<file path="src/rtl/seq_divider_pkg.sv">
// Shared types and constants for the seq_divider restoring divider.
// The signed variant is enabled with the SEQ_DIVIDER_SIGNED_EN macro.
package seq_divider_pkg;

  localparam int MAX_W = 32;

  typedef enum logic [1:0] {
    IDLE = 2'd0,
    RUN  = 2'd1,
    DONE = 2'd2
  } state_e;

  typedef struct packed {
    logic [MAX_W:0] rem;
    logic           qbit;
  } step_res_t;

  // Quotient reported for a zero divisor: the low w bits set, the rest clear.
  function automatic logic [MAX_W-1:0] div_zero_quot(input int w);
    logic [MAX_W-1:0] v;
    v = {MAX_W{1'b0}};
    for (int i = 0; i < MAX_W; i++) begin
      if (i < w) v[i] = 1'b1;
      else       v[i] = 1'b0;
    end
    return v;
  endfunction

endpackage

</file>
<file path="src/rtl/div_restore_step.sv">
// One combinational restoring-division step: shift in the next dividend bit,
// trial-subtract the divisor through a subtract-mode ripple chain, then select.
module div_restore_step #(
  parameter int WIDTH = 4
) (
  input  logic [WIDTH-1:0] r_in,
  input  logic             q_msb,
  input  logic [WIDTH-1:0] divisor,
  output logic [WIDTH-1:0] r_out,
  output logic             q_bit
);

  localparam logic SUB_MODE = 1'b1;

  logic [WIDTH:0]   a_s;
  logic [WIDTH:0]   b_s;
  logic [WIDTH+1:0] c_s;
  logic [WIDTH-1:0] diff_s;

  assign a_s    = {r_in, q_msb};
  assign b_s    = {1'b0, divisor} ^ {(WIDTH+1){SUB_MODE}};
  assign c_s[0] = SUB_MODE;

  for (genvar i = 0; i <= WIDTH; i++) begin : g_carry
    assign c_s[i+1] = (a_s[i] & b_s[i]) | (c_s[i] & (a_s[i] ^ b_s[i]));
  end

  // The kept remainder is always below the divisor, so its top bit is never needed.
  for (genvar i = 0; i < WIDTH; i++) begin : g_diff
    assign diff_s[i] = a_s[i] ^ b_s[i] ^ c_s[i];
  end

  assign q_bit = c_s[WIDTH+1];
  assign r_out = q_bit ? diff_s : a_s[WIDTH-1:0];

endmodule

</file>
<file path="src/rtl/seq_divider.sv">
// Sequential restoring divider behind a start/done handshake, one step per clock.
// Optional two's-complement operands with SEQ_DIVIDER_SIGNED_EN.
module seq_divider
  import seq_divider_pkg::*;
#(
  parameter  int WIDTH = 4,
  localparam int CNT_W = $clog2(WIDTH) + 1
) (
  input  logic             clk,
  input  logic             rst_n,
  input  logic             start,
  input  logic [WIDTH-1:0] dividend,
  input  logic [WIDTH-1:0] divisor,
  output logic             busy,
  output logic             done,
  output logic [WIDTH-1:0] quotient,
  output logic [WIDTH-1:0] remainder,
  output logic             div_by_zero
);

  localparam logic [MAX_W-1:0] DZ_ALL = div_zero_quot(WIDTH);
  localparam logic [WIDTH-1:0] DZ_QUOT = DZ_ALL[WIDTH-1:0];

  state_e           state_q, state_d;
  logic [WIDTH-1:0] rem_q, rem_d;
  logic [WIDTH-1:0] shq_q, shq_d;
  logic [WIDTH-1:0] dvs_q, dvs_d;
  logic [CNT_W-1:0] cnt_q, cnt_d;
  logic [WIDTH-1:0] quot_q, quot_d;
  logic [WIDTH-1:0] remo_q, remo_d;
  logic             dbz_q, dbz_d;

  logic [WIDTH-1:0] step_r_s;
  logic             step_q_s;
  logic [WIDTH-1:0] raw_q_s;
  logic [WIDTH-1:0] fix_q_s;
  logic [WIDTH-1:0] fix_r_s;
  logic [WIDTH-1:0] dvd_mag_s;
  logic [WIDTH-1:0] dvs_mag_s;

  div_restore_step #(.WIDTH(WIDTH)) u_step (
    .r_in   (rem_q),
    .q_msb  (shq_q[WIDTH-1]),
    .divisor(dvs_q),
    .r_out  (step_r_s),
    .q_bit  (step_q_s)
  );

  assign raw_q_s = {shq_q[WIDTH-2:0], step_q_s};

`ifdef SEQ_DIVIDER_SIGNED_EN
  logic qneg_q, qneg_d;
  logic rneg_q, rneg_d;

  // The core divides magnitudes; signs are reapplied on the final step.
  assign dvd_mag_s = dividend[WIDTH-1] ? (~dividend + WIDTH'(1)) : dividend;
  assign dvs_mag_s = divisor[WIDTH-1]  ? (~divisor  + WIDTH'(1)) : divisor;
  assign fix_q_s   = qneg_q ? (~raw_q_s  + WIDTH'(1)) : raw_q_s;
  assign fix_r_s   = rneg_q ? (~step_r_s + WIDTH'(1)) : step_r_s;

  // Sign flags captured at accept.
  always_comb begin
    qneg_d = qneg_q;
    rneg_d = rneg_q;
    if ((state_q != RUN) && start) begin
      qneg_d = dividend[WIDTH-1] ^ divisor[WIDTH-1];
      rneg_d = dividend[WIDTH-1];
    end else begin
      qneg_d = qneg_q;
      rneg_d = rneg_q;
    end
  end

  // Sign flag registers.
  always_ff @(posedge clk or negedge rst_n) begin
    if (!rst_n) begin
      qneg_q <= 1'b0;
      rneg_q <= 1'b0;
    end else begin
      qneg_q <= qneg_d;
      rneg_q <= rneg_d;
    end
  end
`else
  assign dvd_mag_s = dividend;
  assign dvs_mag_s = divisor;
  assign fix_q_s   = raw_q_s;
  assign fix_r_s   = step_r_s;
`endif

  // Next-state and datapath control.
  always_comb begin
    state_d = state_q;
    rem_d   = rem_q;
    shq_d   = shq_q;
    dvs_d   = dvs_q;
    cnt_d   = cnt_q;
    quot_d  = quot_q;
    remo_d  = remo_q;
    dbz_d   = dbz_q;
    case (state_q)
      IDLE, DONE: begin
        if (start) begin
          rem_d = {WIDTH{1'b0}};
          shq_d = dvd_mag_s;
          dvs_d = dvs_mag_s;
          cnt_d = CNT_W'(WIDTH);
          dbz_d = 1'b0;
          if (divisor == {WIDTH{1'b0}}) begin
            state_d = DONE;
            quot_d  = DZ_QUOT;
            remo_d  = dividend;
            dbz_d   = 1'b1;
          end else begin
            state_d = RUN;
          end
        end else begin
          state_d = IDLE;
        end
      end
      RUN: begin
        rem_d = step_r_s;
        shq_d = raw_q_s;
        cnt_d = cnt_q - CNT_W'(1);
        if (cnt_q == CNT_W'(1)) begin
          state_d = DONE;
          quot_d  = fix_q_s;
          remo_d  = fix_r_s;
        end else begin
          state_d = RUN;
        end
      end
      default: begin
        state_d = IDLE;
      end
    endcase
  end

  // State and datapath registers.
  always_ff @(posedge clk or negedge rst_n) begin
    if (!rst_n) begin
      state_q <= IDLE;
      rem_q   <= {WIDTH{1'b0}};
      shq_q   <= {WIDTH{1'b0}};
      dvs_q   <= {WIDTH{1'b0}};
      cnt_q   <= {CNT_W{1'b0}};
      quot_q  <= {WIDTH{1'b0}};
      remo_q  <= {WIDTH{1'b0}};
      dbz_q   <= 1'b0;
    end else begin
      state_q <= state_d;
      rem_q   <= rem_d;
      shq_q   <= shq_d;
      dvs_q   <= dvs_d;
      cnt_q   <= cnt_d;
      quot_q  <= quot_d;
      remo_q  <= remo_d;
      dbz_q   <= dbz_d;
    end
  end

  assign busy        = (state_q == RUN);
  assign done        = (state_q == DONE);
  assign quotient    = quot_q;
  assign remainder   = remo_q;
  assign div_by_zero = dbz_q;

endmodule
</file>
<file path="config.mk">
export PLATFORM = sky130hd
export DESIGN_NAME = seq_divider
export DESIGN_NICKNAME = d
export VERILOG_FILES = /design/src/rtl/seq_divider_pkg.sv /design/src/rtl/div_restore_step.sv /design/src/rtl/seq_divider.sv
export SDC_FILE = /design/constraint.sdc
export NUM_CORES = 1
export LEC_CHECK = 0
export BUFFER_PORTS_ARGS = -buffer_cell sky130_fd_sc_hd__buf_2
export CORE_MARGIN = 5
export CORE_UTILIZATION = 55
export DETAILED_ROUTE_END_ITERATION = 8
export PLACE_DENSITY = 0.78
export SYNTH_ARGS = -nofsm -noshare
export SYNTH_HDL_FRONTEND = slang
export SYNTH_SLANG_ARGS = --single-unit
</file>
<file path="constraint.sdc">
create_clock -name clk -period 3.01 [get_ports clk]
set_input_delay 0.4515 -clock clk [delete_from_list [all_inputs] [get_ports clk]]
set_output_delay 0.4515 -clock clk [all_outputs]
set_load 0.02 [all_outputs]
</file>
==> results by stage <==
Run status:
- The run finished with clean final reports.

Synth:
- In the post-synthesis netlist, the biggest area contributors are sky130_fd_sc_hd__dfrtp_1, sky130_fd_sc_hd__nand2_1, sky130_fd_sc_hd__fa_1, sky130_fd_sc_hd__a211oi_1, sky130_fd_sc_hd__mux2_2.
- The number of nets produced by synthesis is 146.
- The async set-reset flop share out of synthesis is 1.00.
- The sequential fraction of the synthesis area is 0.475.
- The synthesized design contains 0 enable-type register cells.
- Of the post-synthesis cell area, the dominant cell type holds 0.475.
- The average instance in the mapped netlist occupies between 10 and 15 sq um.
- The leading area contributor after synthesis is sky130_fd_sc_hd__dfrtp_1.
- Synthesis inferred 26 register bits.
- Synthesis instantiated 36 different standard cells from the library.
- The number of warning messages in the yosys log is 0.
- The cell count after synthesis is 129.
- In the synthesized netlist the dominant register cell turns out to be sky130_fd_sc_hd__dfrtp_1.
- After synthesis the cells add up to 1370 sq um.

Detailed routing:
- Using the TritonRoute via totals, the vias-per-cell ratio works out to 5.93.
- For this block, the initial DRC count from the detailed router was 28.
- The number of iterations in the first detailed-routing pass is 4.
- The routed wire length per instance is 15.9 um.
- In the routed design, unresolved DRC markers number 0.
- After detailed routing, the total wire length is 2840 um.
- The number of routed nets with antenna violations is 0.
- Across all layers, the routed design uses between 1000 and 1500 vias.

GRT:
- The first-pass GRT wire length is 4770 um.
- Global routing finished with a remaining overflow of 0.
- The number of global-route vias before repair is 1025.
- Across every metal layer, demand over resource in global routing totals 0.179.
- The number of antenna violations at the first check in global routing is 0.
- Entering global routing, the biggest net connects 27 pins.

Die:
- The vertical extent of the die is about 60 um.
- The core region is 2430 sq um.
- The number of rows in the core area is 18.
- The overall die width is 59.9 um.
- The starting density of the core is 0.563.
- The floorplan step defined a die boundary enclosing 3590 sq um.
- Pin placement for this block handled 22 I/O pins.

Placement:
- At the placement stage, the worst setup path has a slack of about 0.44 ns.
- The weighted congestion reported at the end of routability-driven placement is 0.827.
- Once detailed placement completed, the half-perimeter wirelength came to between 2000 and 2500 um.
- The cell count after placement is roughly 180.
- The count of input and output buffers is 21.

CTS:
- Counting every sink on the clock net gives 26.
- The number of instances resized during post-cts repair is 0.
- The clock passes through at most 2 buffers.
- After clock tree synthesis, the clock-pin slew on the worst setup and hold paths is ~0.14 ns.
- TritonCTS built the clock tree.
- The library cell used as clock root buffer is sky130_fd_sc_hd__clkbuf_4.
- The number of buffers inserted for hold repair after clock tree synthesis is 0.
- Clock tree synthesis inserted a total of 3 buffers.
- The H-tree depth reported by CTS is 1.
- Post-CTS timing repair inserted 0 buffers for setup.
- The clock reaches the later pin of the worst-skew pair after 0.32 ns.

STA:
- The final-report max-slew violation count is 0.
- The normalized max-slew margin is 0.523.
- The final setup skew is 0.00125 ns.
- The final worst slack is between 0.4 and 0.5 ns.
- Setup violations remaining at the end of the flow were counted as 0.
- Dividing the final minimum period by the clock period gives 0.858.
- For the final routed database, the setup TNS stands at 0 ns.
- The hold violation count in the final report was 0.
- Derived from the worst setup path, the maximum achievable clock frequency is slightly below 400 MHz.
- Setup repair after global routing left no endpoint under its margin.
- The worst path in the final design needs a cycle of 2.58 ns, including I/O delays and setup.
- For the pin with the worst max-slew slack, the measured transition is 0.715 ns.

Critical path:
- The worst reg-to-reg path cell count is 8.
- At the worst endpoint, the required time is 3.24 ns.
- The flop-to-flop setup slack is between 0.4 and 0.5 ns.
- The reg-to-reg critical path startpoint is shq_q[3].
- STA classifies the critical path startpoint as a flip-flop.
- The data arrival time of the worst path is 2.81 ns.
- The terminus of the critical flop-to-flop path is rem_q[1].
- The maximum net fanout on the critical path is 8.
- STA classifies the critical path endpoint as a flip-flop.
- The startpoint-to-endpoint class of the critical path is reg -> reg.

Pwr:
- The power density of the placed cells is 1140 nW/um^2.
- For this design the static power due to leakage is 0.719 nW.
- Of the total power, the share spent switching nets is 0.432.
- The share of power burned in the clock network is 0.103.
- The sequential share of power is 0.364.
- Summed over all nets, the switching power comes to between 0.0007 and 0.0008 W.
- The combinational fraction of design power is 0.533.
- VDD sags by at most 0.000704 V.
- The total internal power is roughly 0.00099 W.

Cells and area:
- Once layout is complete, the cells apart from fillers number 179.
- The area growth from synthesis to layout is 10.7%.
- In the final layout, the share of cells above drive strength 1 is 0.262.
- The number of antenna diodes is 0.
- After the last flow step, the layout net total stands at 167.

Run:
- The count of max-cap constraint violations is 0.

Hold path:
- The class of the most critical hold timing path is in -> async.
## per-layer routing
metal	wire length, um	up-vias	track usage
met3	152	2	0.0410
li1	-	498	-
met5	0	-	0
met1	1300	529	0.250
met4	23	0	0.0570
met2	1360	32	0.275
## power groups by stage
stage          Combinational [W]  Clock [W]  Sequential [W]
2_1_floorplan           0.000688          0        0.000662
3_3_place_gp            0.000897          0        0.000631
3_5_place_dp            0.000916          0        0.000640
4_1_cts                 0.000927   0.000181        0.000631
5_1_grt                  0.00104   0.000197        0.000656
6_report                0.000925   0.000178        0.000631
## state kept, by name (all words and copies together) (netlist names)
| signal | flops |
|---|---|
| shq_q | 4 |
| cnt_q | 3 |
| dvs_q | 4 |
| quotient | 4 |
| remainder | 4 |
| state_q | 2 |
| rem_q | 4 |
| div_by_zero | 1 |
## how the worst max path moves through the flow
stage | start | cells after the start | endpoint
after floorplan | dvs_q[0] | 8 | rem_q[1]
after global placement | shq_q[3] | 8 | rem_q[1]
after detailed placement | dvs_q[0] | 7 | rem_q[1]
after CTS | shq_q[3] | 8 | rem_q[1]
after global routing | shq_q[3] | 8 | rem_q[1]
final | shq_q[3] | 8 | rem_q[1]
## layout by cell type, fill, tap and decap left out, types with 2 or more instances in the layout
cell type,Yosys,final
sky130_fd_sc_hd__dfrtp_1,26,26
sky130_fd_sc_hd__nor2_1,5,5
sky130_fd_sc_hd__o21ai_0,2,2
sky130_fd_sc_hd__ha_1,3,3
sky130_fd_sc_hd__a21oi_1,7,7
sky130_fd_sc_hd__mux2_2,4,4
sky130_fd_sc_hd__a31oi_1,4,4
sky130_fd_sc_hd__a21bo_2,2,2
sky130_fd_sc_hd__nand2_1,18,18
sky130_fd_sc_hd__nor2b_1,2,2
sky130_fd_sc_hd__o2bb2ai_1,3,3
sky130_fd_sc_hd__inv_1,10,10
sky130_fd_sc_hd__a211o_1,2,2
sky130_fd_sc_hd__buf_2,2,21
sky130_fd_sc_hd__fa_1,3,3
sky130_fd_sc_hd__a211oi_1,7,7
sky130_fd_sc_hd__clkbuf_4,0,3
sky130_fd_sc_hd__o31ai_1,2,2
sky130_fd_sc_hd__nand2b_1,4,4
sky130_fd_sc_hd__o211ai_1,2,2
sky130_fd_sc_hd__nor3b_1,2,2
sky130_fd_sc_hd__and3b_1,2,2
## metrics by stage
stage / hold WS [ns] / cell area, sq um / utilization / power (W)
5_1_grt: 0.133 / 1520 / 0.623 / 0.00189
6_report: 0.0959 / 1520 / 0.623 / 0.00173
4_1_cts: 0.124 / 1520 / 0.623 / 0.00174
3_3_place_gp: 0.461 / 1480 / 0.608 / 0.00153
2_1_floorplan: 0.156 / 1370 / - / 0.00135
3_5_place_dp: 0.476 / 1480 / 0.608 / 0.00156
## cell families after synthesis
group / synth area share
adders and majority gates: 0.0713
muxes: 0.0512
DFF: 0.475
buffers and inverters: 0.0640
AOI/OAI and AO/OA: 0.181
and+or+nand+nor: 0.157
## cell type report
class	instances	area (sq um)
multi-input cells	85	631
repair buffers	22	113
fillers	198	917
clock buffers	4	36.3
flip-flops and latches	26	651
inverters	12	47.5
well taps	30	37.5
## cells in the mapped netlist (2+ instances only)
cell and instances:
sky130_fd_sc_hd__and3b_1 2, sky130_fd_sc_hd__a211oi_1 7, sky130_fd_sc_hd__clkbuf_1 2, sky130_fd_sc_hd__o2bb2ai_1 3
sky130_fd_sc_hd__inv_1 10, sky130_fd_sc_hd__nand2_1 18, sky130_fd_sc_hd__a21bo_2 2, sky130_fd_sc_hd__nand2b_1 4
sky130_fd_sc_hd__buf_6 2, sky130_fd_sc_hd__a21oi_1 7, sky130_fd_sc_hd__mux2_2 4, sky130_fd_sc_hd__dfrtp_1 26
sky130_fd_sc_hd__nor2_1 5, sky130_fd_sc_hd__buf_2 2, sky130_fd_sc_hd__o211ai_1 2, sky130_fd_sc_hd__ha_1 3
sky130_fd_sc_hd__nor2b_1 2, sky130_fd_sc_hd__o31ai_1 2, sky130_fd_sc_hd__fa_1 3, sky130_fd_sc_hd__a31oi_1 4
sky130_fd_sc_hd__nor3b_1 2, sky130_fd_sc_hd__a211o_1 2, sky130_fd_sc_hd__o21ai_0 2
## critical path: stages, from the launching register on
cell and delay [ns]:
sky130_fd_sc_hd__dfrtp_1 0.39, sky130_fd_sc_hd__inv_1 0.05, sky130_fd_sc_hd__ha_1 0.18, sky130_fd_sc_hd__fa_1 0.38
sky130_fd_sc_hd__fa_1 0.39, sky130_fd_sc_hd__fa_1 0.43, sky130_fd_sc_hd__nand2b_1 0.27, sky130_fd_sc_hd__a211o_1 0.20
sky130_fd_sc_hd__a21bo_2 0.22
Note: power is estimated with default switching activity, not from simulation.
